--- config.mk ---
export PLATFORM = sky130hd
export DESIGN_NAME = uart_tx_queue_flat
export DESIGN_NICKNAME = d
export VERILOG_FILES = /design/src/rtl/uart_tx_queue_pkg.sv /design/src/rtl/uart_tx_queue_if.sv /design/src/rtl/uart_tx_queue_fifo.sv /design/src/rtl/uart_tx_queue.sv /design/src/flat_wrapper.sv
export SDC_FILE = /design/constraint.sdc
export NUM_CORES = 1
export LEC_CHECK = 0
export ABC_CLOCK_PERIOD_IN_PS = 8450
export CELL_PAD_IN_SITES_DETAIL_PLACEMENT = 1
export CELL_PAD_IN_SITES_GLOBAL_PLACEMENT = 1
export CORE_ASPECT_RATIO = 1.1
export CORE_MARGIN = 2
export CORE_UTILIZATION = 59
export CTS_CLUSTER_DIAMETER = 150
export CTS_CLUSTER_SIZE = 10
export DETAILED_ROUTE_END_ITERATION = 10
export DONT_BUFFER_PORTS = 1
export PLACE_DENSITY_LB_ADDON = 0.1
export SLEW_MARGIN = 20
export SYNTH_ARGS = -nofsm -noshare
export SYNTH_HDL_FRONTEND = slang
export SYNTH_SLANG_ARGS = --single-unit
--- constraint.sdc ---
create_clock -name clk -period 8.45 [get_ports clk]
set_input_delay 1.2675 -clock clk [delete_from_list [all_inputs] [get_ports clk]]
set_output_delay 1.2675 -clock clk [all_outputs]
set_load 0.02 [all_outputs]
--- src/rtl/uart_tx_queue_pkg.sv ---
// Shared types and constants for the UART transmit queue.
package uart_pkg;

    // Byte width expected by UART_tx data_in.
    localparam int UART_DATA_W = 8;

    // Launch handshake states towards UART_tx.
    typedef enum logic [1:0] {
        TXQ_IDLE   = 2'd0,
        TXQ_LAUNCH = 2'd1,
        TXQ_WAIT   = 2'd2
    } txq_state_t;

    // Width of an occupancy counter able to hold 0..depth inclusive.
    function automatic int txq_cnt_w(input int depth);
        return $clog2(depth) + 1;
    endfunction

endpackage

--- src/rtl/uart_tx_queue_if.sv ---
// Bundle of host-side push/status signals and the UART_tx handshake.
interface uart_tx_queue_if
    import uart_pkg::*;
#(
    parameter int DEPTH  = 16,
    parameter int DATA_W = UART_DATA_W
);
    localparam int CNT_W = txq_cnt_w(DEPTH);

    logic              wr_valid;
    logic [DATA_W-1:0] wr_data;
    logic              full;
    logic              empty;
    logic [CNT_W-1:0]  count;
    logic              overflow;
    logic              tx_wr_en;
    logic [DATA_W-1:0] tx_data;
    logic              tx_busy;

    // The queue itself.
    modport slave (
        input  wr_valid, wr_data, tx_busy,
        output full, empty, count, overflow, tx_wr_en, tx_data
    );

    // The environment: host pushing bytes plus the UART_tx busy flag.
    modport master (
        output wr_valid, wr_data, tx_busy,
        input  full, empty, count, overflow, tx_wr_en, tx_data
    );

endinterface

--- src/rtl/uart_tx_queue_fifo.sv ---
// Synchronous byte FIFO: storage, pointers, occupancy count and sticky overflow.
module sync_fifo
    import uart_pkg::*;
#(
    parameter int DEPTH  = 16,
    parameter int DATA_W = UART_DATA_W
) (
    input  logic                       clk,
    input  logic                       rst,
    input  logic                       push_i,
    input  logic [DATA_W-1:0]          push_data_i,
    input  logic                       pop_i,
    output logic [DATA_W-1:0]          pop_data_o,
    output logic                       full_o,
    output logic                       empty_o,
    output logic [$clog2(DEPTH):0]     count_o,
    output logic                       overflow_o
);
    localparam int PTR_W = $clog2(DEPTH);
    localparam int CNT_W = PTR_W + 1;

    logic [DATA_W-1:0] mem_q [DEPTH];
    logic [PTR_W-1:0]  wptr_q, wptr_d;
    logic [PTR_W-1:0]  rptr_q, rptr_d;
    logic [CNT_W-1:0]  count_q, count_d;
    logic              overflow_q, overflow_d;
    logic              push_ok;
    logic              pop_ok;

    // Flags come only from the registered count; pointers are free to wrap.
    assign full_o     = (count_q == CNT_W'(DEPTH));
    assign empty_o    = (count_q == '0);
    assign count_o    = count_q;
    assign overflow_o = overflow_q;
    assign pop_data_o = mem_q[rptr_q];

    // A push while full is refused even if a pop frees a slot this cycle.
    assign push_ok = push_i && !full_o;
    assign pop_ok  = pop_i && !empty_o;

    // Next-state for pointers, occupancy and the sticky overflow flag.
    always_comb begin
        wptr_d     = wptr_q + PTR_W'(push_ok);
        rptr_d     = rptr_q + PTR_W'(pop_ok);
        count_d    = count_q + CNT_W'(push_ok) - CNT_W'(pop_ok);
        overflow_d = overflow_q || (push_i && full_o);
    end

    // Control state with synchronous reset.
    always_ff @(posedge clk) begin
        if (rst) begin
            wptr_q     <= '0;
            rptr_q     <= '0;
            count_q    <= '0;
            overflow_q <= 1'b0;
        end else begin
            wptr_q     <= wptr_d;
            rptr_q     <= rptr_d;
            count_q    <= count_d;
            overflow_q <= overflow_d;
        end
    end

    // Byte storage; contents are meaningless until counted, so no reset.
    always_ff @(posedge clk) begin
        if (push_ok) begin
            mem_q[wptr_q] <= push_data_i;
        end
    end

    // Occupancy can never leave the 0..DEPTH range.
    always @(posedge clk) begin
        if (!rst) begin
            assert (count_q <= CNT_W'(DEPTH));
        end
    end

endmodule

--- src/rtl/uart_tx_queue.sv ---
// Byte queue in front of UART_tx: buffers host bursts and launches one byte
// at a time using the wr_en / tx_busy handshake.
module uart_tx_queue
    import uart_pkg::*;
#(
    parameter int DEPTH  = 16,
    parameter int DATA_W = UART_DATA_W
) (
    input  logic           clk,
    input  logic           rst,
    uart_tx_queue_if.slave bus
);
    localparam int CNT_W = $clog2(DEPTH) + 1;

    txq_state_t        state_q, state_d;
    logic              tx_wr_en_q, tx_wr_en_d;
    logic [DATA_W-1:0] tx_data_q, tx_data_d;
    logic              pop;
    logic [DATA_W-1:0] head_data;
    logic              fifo_full;
    logic              fifo_empty;
    logic              fifo_overflow;
    logic [CNT_W-1:0]  fifo_count;

    sync_fifo #(
        .DEPTH  (DEPTH),
        .DATA_W (DATA_W)
    ) u_fifo (
        .clk         (clk),
        .rst         (rst),
        .push_i      (bus.wr_valid),
        .push_data_i (bus.wr_data),
        .pop_i       (pop),
        .pop_data_o  (head_data),
        .full_o      (fifo_full),
        .empty_o     (fifo_empty),
        .count_o     (fifo_count),
        .overflow_o  (fifo_overflow)
    );

    // Handshake FSM: pop into tx_data, hold wr_en until busy rises, then
    // wait for the frame to finish before the next pop.
    always_comb begin
        state_d    = state_q;
        tx_wr_en_d = tx_wr_en_q;
        tx_data_d  = tx_data_q;
        pop        = 1'b0;
        case (state_q)
            TXQ_IDLE: begin
                // A frame started elsewhere keeps us idle until it ends.
                if (!fifo_empty && !bus.tx_busy) begin
                    pop        = 1'b1;
                    tx_data_d  = head_data;
                    tx_wr_en_d = 1'b1;
                    state_d    = TXQ_LAUNCH;
                end
            end
            TXQ_LAUNCH: begin
                if (bus.tx_busy) begin
                    tx_wr_en_d = 1'b0;
                    state_d    = TXQ_WAIT;
                end
            end
            TXQ_WAIT: begin
                if (!bus.tx_busy) begin
                    state_d = TXQ_IDLE;
                end
            end
            default: begin
                tx_wr_en_d = 1'b0;
                state_d    = TXQ_IDLE;
            end
        endcase
    end

    // FSM and launch registers; reset drops wr_en but cannot abort a frame
    // UART_tx has already accepted.
    always_ff @(posedge clk) begin
        if (rst) begin
            state_q    <= TXQ_IDLE;
            tx_wr_en_q <= 1'b0;
            tx_data_q  <= '0;
        end else begin
            state_q    <= state_d;
            tx_wr_en_q <= tx_wr_en_d;
            tx_data_q  <= tx_data_d;
        end
    end

    assign bus.full     = fifo_full;
    assign bus.empty    = fifo_empty;
    assign bus.count    = fifo_count;
    assign bus.overflow = fifo_overflow;
    assign bus.tx_wr_en = tx_wr_en_q;
    assign bus.tx_data  = tx_data_q;

endmodule
--- src/flat_wrapper.sv ---
// flat-port wrapper written by rule: the top's interface ports become plain ports
module uart_tx_queue_flat import uart_pkg::*;
#(
    parameter int DEPTH  = 16,
    parameter int DATA_W = UART_DATA_W
)
  (clk, rst, bus_wr_valid, bus_wr_data, bus_tx_busy, bus_full, bus_empty, bus_count, bus_overflow, bus_tx_wr_en, bus_tx_data);
  uart_tx_queue_if #(.DEPTH(DEPTH), .DATA_W(DATA_W)) bus_i ();
  input  logic clk;
  input  logic rst;
  input wire logic [$bits(bus_i.wr_valid)-1:0] bus_wr_valid;
  input wire logic [$bits(bus_i.wr_data)-1:0] bus_wr_data;
  input wire logic [$bits(bus_i.tx_busy)-1:0] bus_tx_busy;
  output wire logic [$bits(bus_i.full)-1:0] bus_full;
  output wire logic [$bits(bus_i.empty)-1:0] bus_empty;
  output wire logic [$bits(bus_i.count)-1:0] bus_count;
  output wire logic [$bits(bus_i.overflow)-1:0] bus_overflow;
  output wire logic [$bits(bus_i.tx_wr_en)-1:0] bus_tx_wr_en;
  output wire logic [$bits(bus_i.tx_data)-1:0] bus_tx_data;
  assign bus_i.wr_valid = bus_wr_valid;
  assign bus_i.wr_data = bus_wr_data;
  assign bus_i.tx_busy = bus_tx_busy;
  assign bus_full = bus_i.full;
  assign bus_empty = bus_i.empty;
  assign bus_count = bus_i.count;
  assign bus_overflow = bus_i.overflow;
  assign bus_tx_wr_en = bus_i.tx_wr_en;
  assign bus_tx_data = bus_i.tx_data;
  uart_tx_queue #(.DEPTH(DEPTH), .DATA_W(DATA_W)) u_core (.clk(clk), .rst(rst), .bus(bus_i));
endmodule
After elaboration in Yosys (flattened, before gate mapping)
Memories as Yosys holds them, arrays and structs flattened. A register that Yosys moved wholly into a read port is not among the register bits.
Cells that the tools add are included.

storage, ports and cells
  register bits = 17
  memories kept = 1
  RAM bits = 128
  bits in latches = 0
  ROM bits = 0

operators by class
  reductions and logical operators = 13
  $mul = 0
  div/mod/pow operators = 0
  muxes and demuxes = 11
  add/subtract/negate cells = 4
  bitwise operators = 1
  magnitude comparators = 0
  shift operators = 0
  equality and inequality tests = 6

memories
  name                 depth  width  read ports  clocked after Yosys merged registers in  wr ports  RTL line                  source
  u_core.u_fifo.mem_q  16     8      1           1                                        1         uart_tx_queue_fifo.sv:22  logic [DATA_W-1:0] mem_q [DEPTH];

operators with widths
  kind                                                                     count
  4-bit by 1-bit adder with 4-bit output                                   2
  1-bit two-way mux                                                        6
  2-bit two-way mux                                                        3
  2-bit one-hot mux with 3 select lines                                    1
  3-bit AND reduction                                                      2
  5-bit by 1-bit adder with 5-bit output                                   1
  5-bit == test, second input constant                                     1
  5-bit logical NOT                                                        1
  5-bit by 1-bit subtractor with 5-bit output                              1
  1-bit logical AND                                                        4
  2-bit inequality test, second input constant                             2
  1-bit logical NOT                                                        3
  1-bit one-hot mux with 3 select lines                                    1
  2-bit by 1-bit == test with 1-bit output, second input constant          1
  2-bit == test, second input constant                                     1
  2-bit logical NOT                                                        1
  2-bit by 1-bit inequality test with 1-bit output, second input constant  1
  2-bit AND reduction                                                      1
  1-bit logical OR                                                         1
  1-bit NOT                                                                1

Logic depth before layout (Yosys ltp)
  depth after elaboration = 7
  depth in mapped cells = 15
  mapped depth without buffers = 14

By module
From an unflattened synthesis, not the netlist that was laid out.

unflattened totals
  cell total of the unflattened synthesis = 338
  area, all modules = 6178.4 sq um

modules (own cells, without submodules)
  module         seq. area each (sq um)  area an instance (sq um)  cells an instance  times used
  sync_fifo      4124.0                  5684.2                    292                1
  uart_tx_queue  220.2                   494.2                     46                 1

Least setup slack after synthesis
Ideal clock, no wire load.

  kind = input to register
  from = input bus_tx_busy
  to = register u_core.u_fifo.count_q[4] (netlist: u_core.u_fifo.count_o[4])
  arrival = 3.222 ns
  required time = 8.322 ns
  cell stages on the path = 12
  setup time = 0.128 ns
  setup slack = 5.100 ns
  cells stage by stage = or4_1 buf_2 inv_2 ha_1 inv_1 ha_1 inv_1 fa_1 nor2b_1 o21bai_1 a21oi_1 nor3b_1

on the way
  cells in the longest elaborated chain, start to end = 6

RTL lines
  item                                         RTL line                  source
  start: declaration                           flat_wrapper.sv:13        input wire logic [$bits(bus_i.tx_busy)-1:0] bus_tx_busy;
  1-bit logical NOT                            uart_tx_queue.sv:51       if (!fifo_empty && !bus.tx_busy) begin
  1-bit logical AND                            uart_tx_queue.sv:51
  1-bit two-way mux                            uart_tx_queue.sv:51
  1-bit two-way mux                            uart_tx_queue.sv:48       case (state_q)
  1-bit logical AND                            uart_tx_queue_fifo.sv:39  assign pop_ok = pop_i && !empty_o;
  5-bit by 1-bit subtractor with 5-bit output  uart_tx_queue_fifo.sv:45  count_d = count_q + CNT_W'(push_ok) - CNT_W'(pop_ok);
  end signal: assignment                       uart_tx_queue_fifo.sv:59  count_q <= count_d;
  end: declaration                             uart_tx_queue_fifo.sv:25  logic [CNT_W-1:0] count_q, count_d;

Every way passes these cells.
A chain may end at the register's enable or synchronous reset.

Worst setup path after layout
  from = register u_core.u_fifo.count_q[3] (netlist: u_core.u_fifo.count_o[3])
  to = register u_core.u_fifo.count_q[4] (netlist: u_core.u_fifo.count_o[4])

on the way
  cells in the longest elaborated chain, start to end = 7
  elaborated cells on any way between the ends = 11
  classes of those cells = add/sub (2); eq/ne (1); mux (2); reduce/logical (6)

RTL lines
  item                                             RTL line                                       source
  5-bit logical NOT (*)                            uart_tx_queue_fifo.sv:32                       assign empty_o = (count_q == '0);
  named net bus_empty                              flat_wrapper.sv:15                             output wire logic [$bits(bus_i.empty)-1:0] bus_empty;
  1-bit logical NOT (*)                            uart_tx_queue_fifo.sv:39, uart_tx_queue.sv:51
  1-bit logical AND                                uart_tx_queue.sv:51
  1-bit two-way mux                                uart_tx_queue.sv:51
  1-bit two-way mux                                uart_tx_queue.sv:48
  1-bit logical AND (*)                            uart_tx_queue_fifo.sv:39
  5-bit by 1-bit subtractor with 5-bit output (*)  uart_tx_queue_fifo.sv:45

Mark *: on every way through the listed nets, which the timed path passes. The rest lies on a longest branch.

==> results.cfg <==
[status]
outcome = finished clean

[sta]
min_period_over_period_pct = 40.9
worst_pin_slew_ns = 1.01
fin_tns_setup_ns = 0
fmax_ghz = 0.290
setup_violations = 0
final_hold_viol_count = 0
relSlewSlack_pct = 32.5
rsz0062_at_grt = no
period_needed_ns = 3.45
clock_skew_ns = 0.00988
finalMaxSlewViolations = 0

[routing]
drt_wl_total_mm = 12.5
vias_per_cell = 6.43
vias = 2957
wire_per_inst_um = 27.2
post-route-drc-count = 0
ant_nets = 0
drt-pass1-iter-count = 5
drtIter0Drc = 245

[critical_path]
max_stage_delay_ns = 0.58
endpoint = u_core.u_fifo.count_o[4]
path_max_fanout = 11
critPathBufInv = 4
startpoint = u_core.u_fifo.count_o[3]
r2r-start = u_core.u_fifo.count_o[3]
crit_path_start_kind = flip-flop
cpMaxStageDelayCell = nor4b_2
path_delay_family = simple AND/OR/NAND/NOR gates
worstRegToRegCells = 14
cp_cell_sequence = inv_1 > ha_1 > nor4b_2 > or4_1 > inv_2 > ha_1 > inv_1 > ha_1 > inv_1 > fa_1 > nor2b_1 > o21bai_1 > nand3_1 > nor3b_1
crit_required_ns = 8.90
cp.arrival_ns = 3.90
r2r_end = u_core.u_fifo.count_o[4]
path_class = reg2reg
end_kind = flip-flop
crit_cells = 14
r2r_slack_ns = 5.00

[yosys]
synth-edff-count = 128
seq_area_frac_synth_pct = 72.4
synth-xor-area-share_pct = 1.02
ys.flop_type = edfxtp_1
yosys.cell_count.top_type = edfxtp_1
avgSynthCellArea_um2 = 18.8
ys_types = 32
synth_common_cells = edfxtp_1, mux4_2, dfxtp_1
syn_inst = 319
synth-seq-cells = 153
synthTopCellsByArea = edfxtp_1, mux4_2, dfxtp_1
syn-cell-area_um2 = 6000
yosys.area_share.simple_pct = 5.59
synth_top_family_by_area = multiplexers
muxShareOfSynthArea_pct = 14.7
synth-compound-area-share_pct = 1.98
synthArstFlopShare_pct = 0
synth_top_area_share_pct = 64.1
syn_nets = 342
synth_top_area_cell = edfxtp_1
synthAdderAreaFrac_pct = 2.42
yosysWarnings = 0

[pwr]
power_mw = 1.92
power_leakage_nw = 2.15
peakVddDrop_uv = 153
power.density_nw_per_um2 = 286

[clock_tree]
cts_tree = built
clockBufferDepth = 2
clock_latency_ns = 0.52
cts_hold_buf = 0
cts_buffers = 17
post_cts_resized = 0
clk_pin_slew_ns = 0.06
clock_sinks = 153
htreeDepth = 4
cts_root_buf = clkbuf_8
cts_setup_buffers = 0

[finish]
drive_gt1_share_pct = 21.8
num-nets-final = 350
fillers = 812
diodes = 0
areaGrowthSynthToFinish_pct = 11.9

[floorplan]
core-area_um2 = 9890
die_y_um = 110
rows = 38
die-area_um2 = 11000
ios = 29
start_util_pct = 60.6
die_x_um = 100

[global_routing]
grt_pass1_vias = 3236
grt.total_usage_pct = 25.5
grt_max_degree = 34
grt.overflow.total = 0
antenna_found_initial = 0
grt_pass1_wl_mm = 19.4

[placed_design]
hpwl_mm = 7.36
io_buffers = 0
routabilityCongestion = 0.773

[job]
cap_violations = 0

[min_path]
hp-class = reg2reg
==> cell usage in the layout (no fill, tap or decap), types with 2 or more instances in the layout <==
| cell | count |
|---|---|
| ha_1 | 10 |
| nor2b_1 | 7 |
| mux4_2 | 32 |
| nor3_2 | 2 |
| mux2i_1 | 16 |
| clkbuf_16 | 16 |
| or3_1 | 2 |
| inv_1 | 9 |
| dfxtp_1 | 24 |
| clkinv_4 | 2 |
| xnor2_1 | 4 |
| o221ai_1 | 8 |
| inv_6 | 3 |
| a21oi_1 | 4 |
| buf_4 | 5 |
| nor3b_1 | 2 |
| edfxtp_1 | 128 |
| clkinvlp_4 | 2 |
| nand3_1 | 4 |
| xor2_1 | 3 |
| clkinv_2 | 4 |
| nand2b_1 | 3 |
| nand2_1 | 2 |
| nand3b_1 | 10 |
| nor3_1 | 3 |
| nor2_1 | 19 |
| bufinv_16 | 3 |
==> power by group <==
group,internal (mW),leakage [nW],switching (mW)
clock network,0.450,0.286,0.305
logic,0.0974,0.500,0.122
registers,0.871,1.36,0.0725
total,1.42,2.15,0.499
==> routing by layer <==
metal  global-route usage, %  vias up  wire length, µm
li1                        -     1286                -
met5                       0        -                0
met4                    9.10        0              178
met2                    41.6      109             6610
met1                    32.9     1545             4960
met3                    7.82       17              789
==> how the worst min path moves through the flow <==
| stage | from | endpoint | slack, ns | cells after the start |
|---|---|---|---|---|
| 6_report | u_core.state_q[1] | u_core.state_q[0] | 0.50 | 1 |
| 5_1_grt | u_core.state_q[1] | u_core.state_q[0] | 0.54 | 1 |
| 4_1_cts | u_core.state_q[1] | u_core.state_q[0] | 0.50 | 1 |
| 3_5_place_dp | u_core.state_q[1] | u_core.state_q[0] | 0.49 | 1 |
| 3_3_place_gp | u_core.state_q[1] | u_core.state_q[0] | 0.47 | 1 |
| 2_1_floorplan | u_core.state_q[1] | u_core.state_q[0] | 0.46 | 1 |
==> worst register-to-register path, cell delays in order, from the launching register on <==
cell and delay (ns):
dfxtp_1 0.40, inv_1 0.12, ha_1 0.17, nor4b_2 0.58, or4_1 0.51, inv_2 0.11
ha_1 0.31, inv_1 0.06, ha_1 0.15, inv_1 0.05, fa_1 0.37, nor2b_1 0.18
o21bai_1 0.12, nand3_1 0.09, nor3b_1 0.16
==> cell families (layout without fill, tap and decap cells) <==
kind of cell / Yosys count / in the layout
buffers and inverters: 26 / 47
adders and majority gates: 11 / 11
xor gates and xnor gates: 7 / 7
and+or+nand+nor: 58 / 58
muxes: 48 / 48
DFF: 153 / 153
AOI/OAI and AO/OA: 16 / 16
==> cell type report <==
cell class,count,area (µm²),share of cell area [%]
well taps,120,150,2.24
clock inverters,15,173,2.57
multi-input cells,140,1550,23.1
inverters,10,37.5,0.559
flip-flops and latches,153,4350,64.8
repair buffers,5,37.5,0.559
clock buffers,17,414,6.17
==> flip-flops by register name, summed over array words and instances, names as in the netlist <==
signal                    count
u_core.u_fifo.count_o         5
u_core.u_fifo.rptr_q          4
u_core.bus.tx_data            8
u_core.state_q                2
u_core.u_fifo.overflow_o      1
u_core.u_fifo.mem_q         128
u_core.u_fifo.wptr_q          4
u_core.bus.tx_wr_en           1
==> per-stage QoR <==
step,utilization [%],instance area (µm²),hold slack (ns),worst slack [ns],cells
floorplan,-,6000,0.456,5.10,319
global placement,61.9,6120,0.467,4.90,428
detailed placement,61.9,6120,0.488,4.83,428
CTS,67.8,6710,0.496,5.00,460
global route,67.8,6710,0.539,4.74,460
finish,67.8,6710,0.496,5.00,460
No activity file was read; power rests on OpenSTA's default activity.
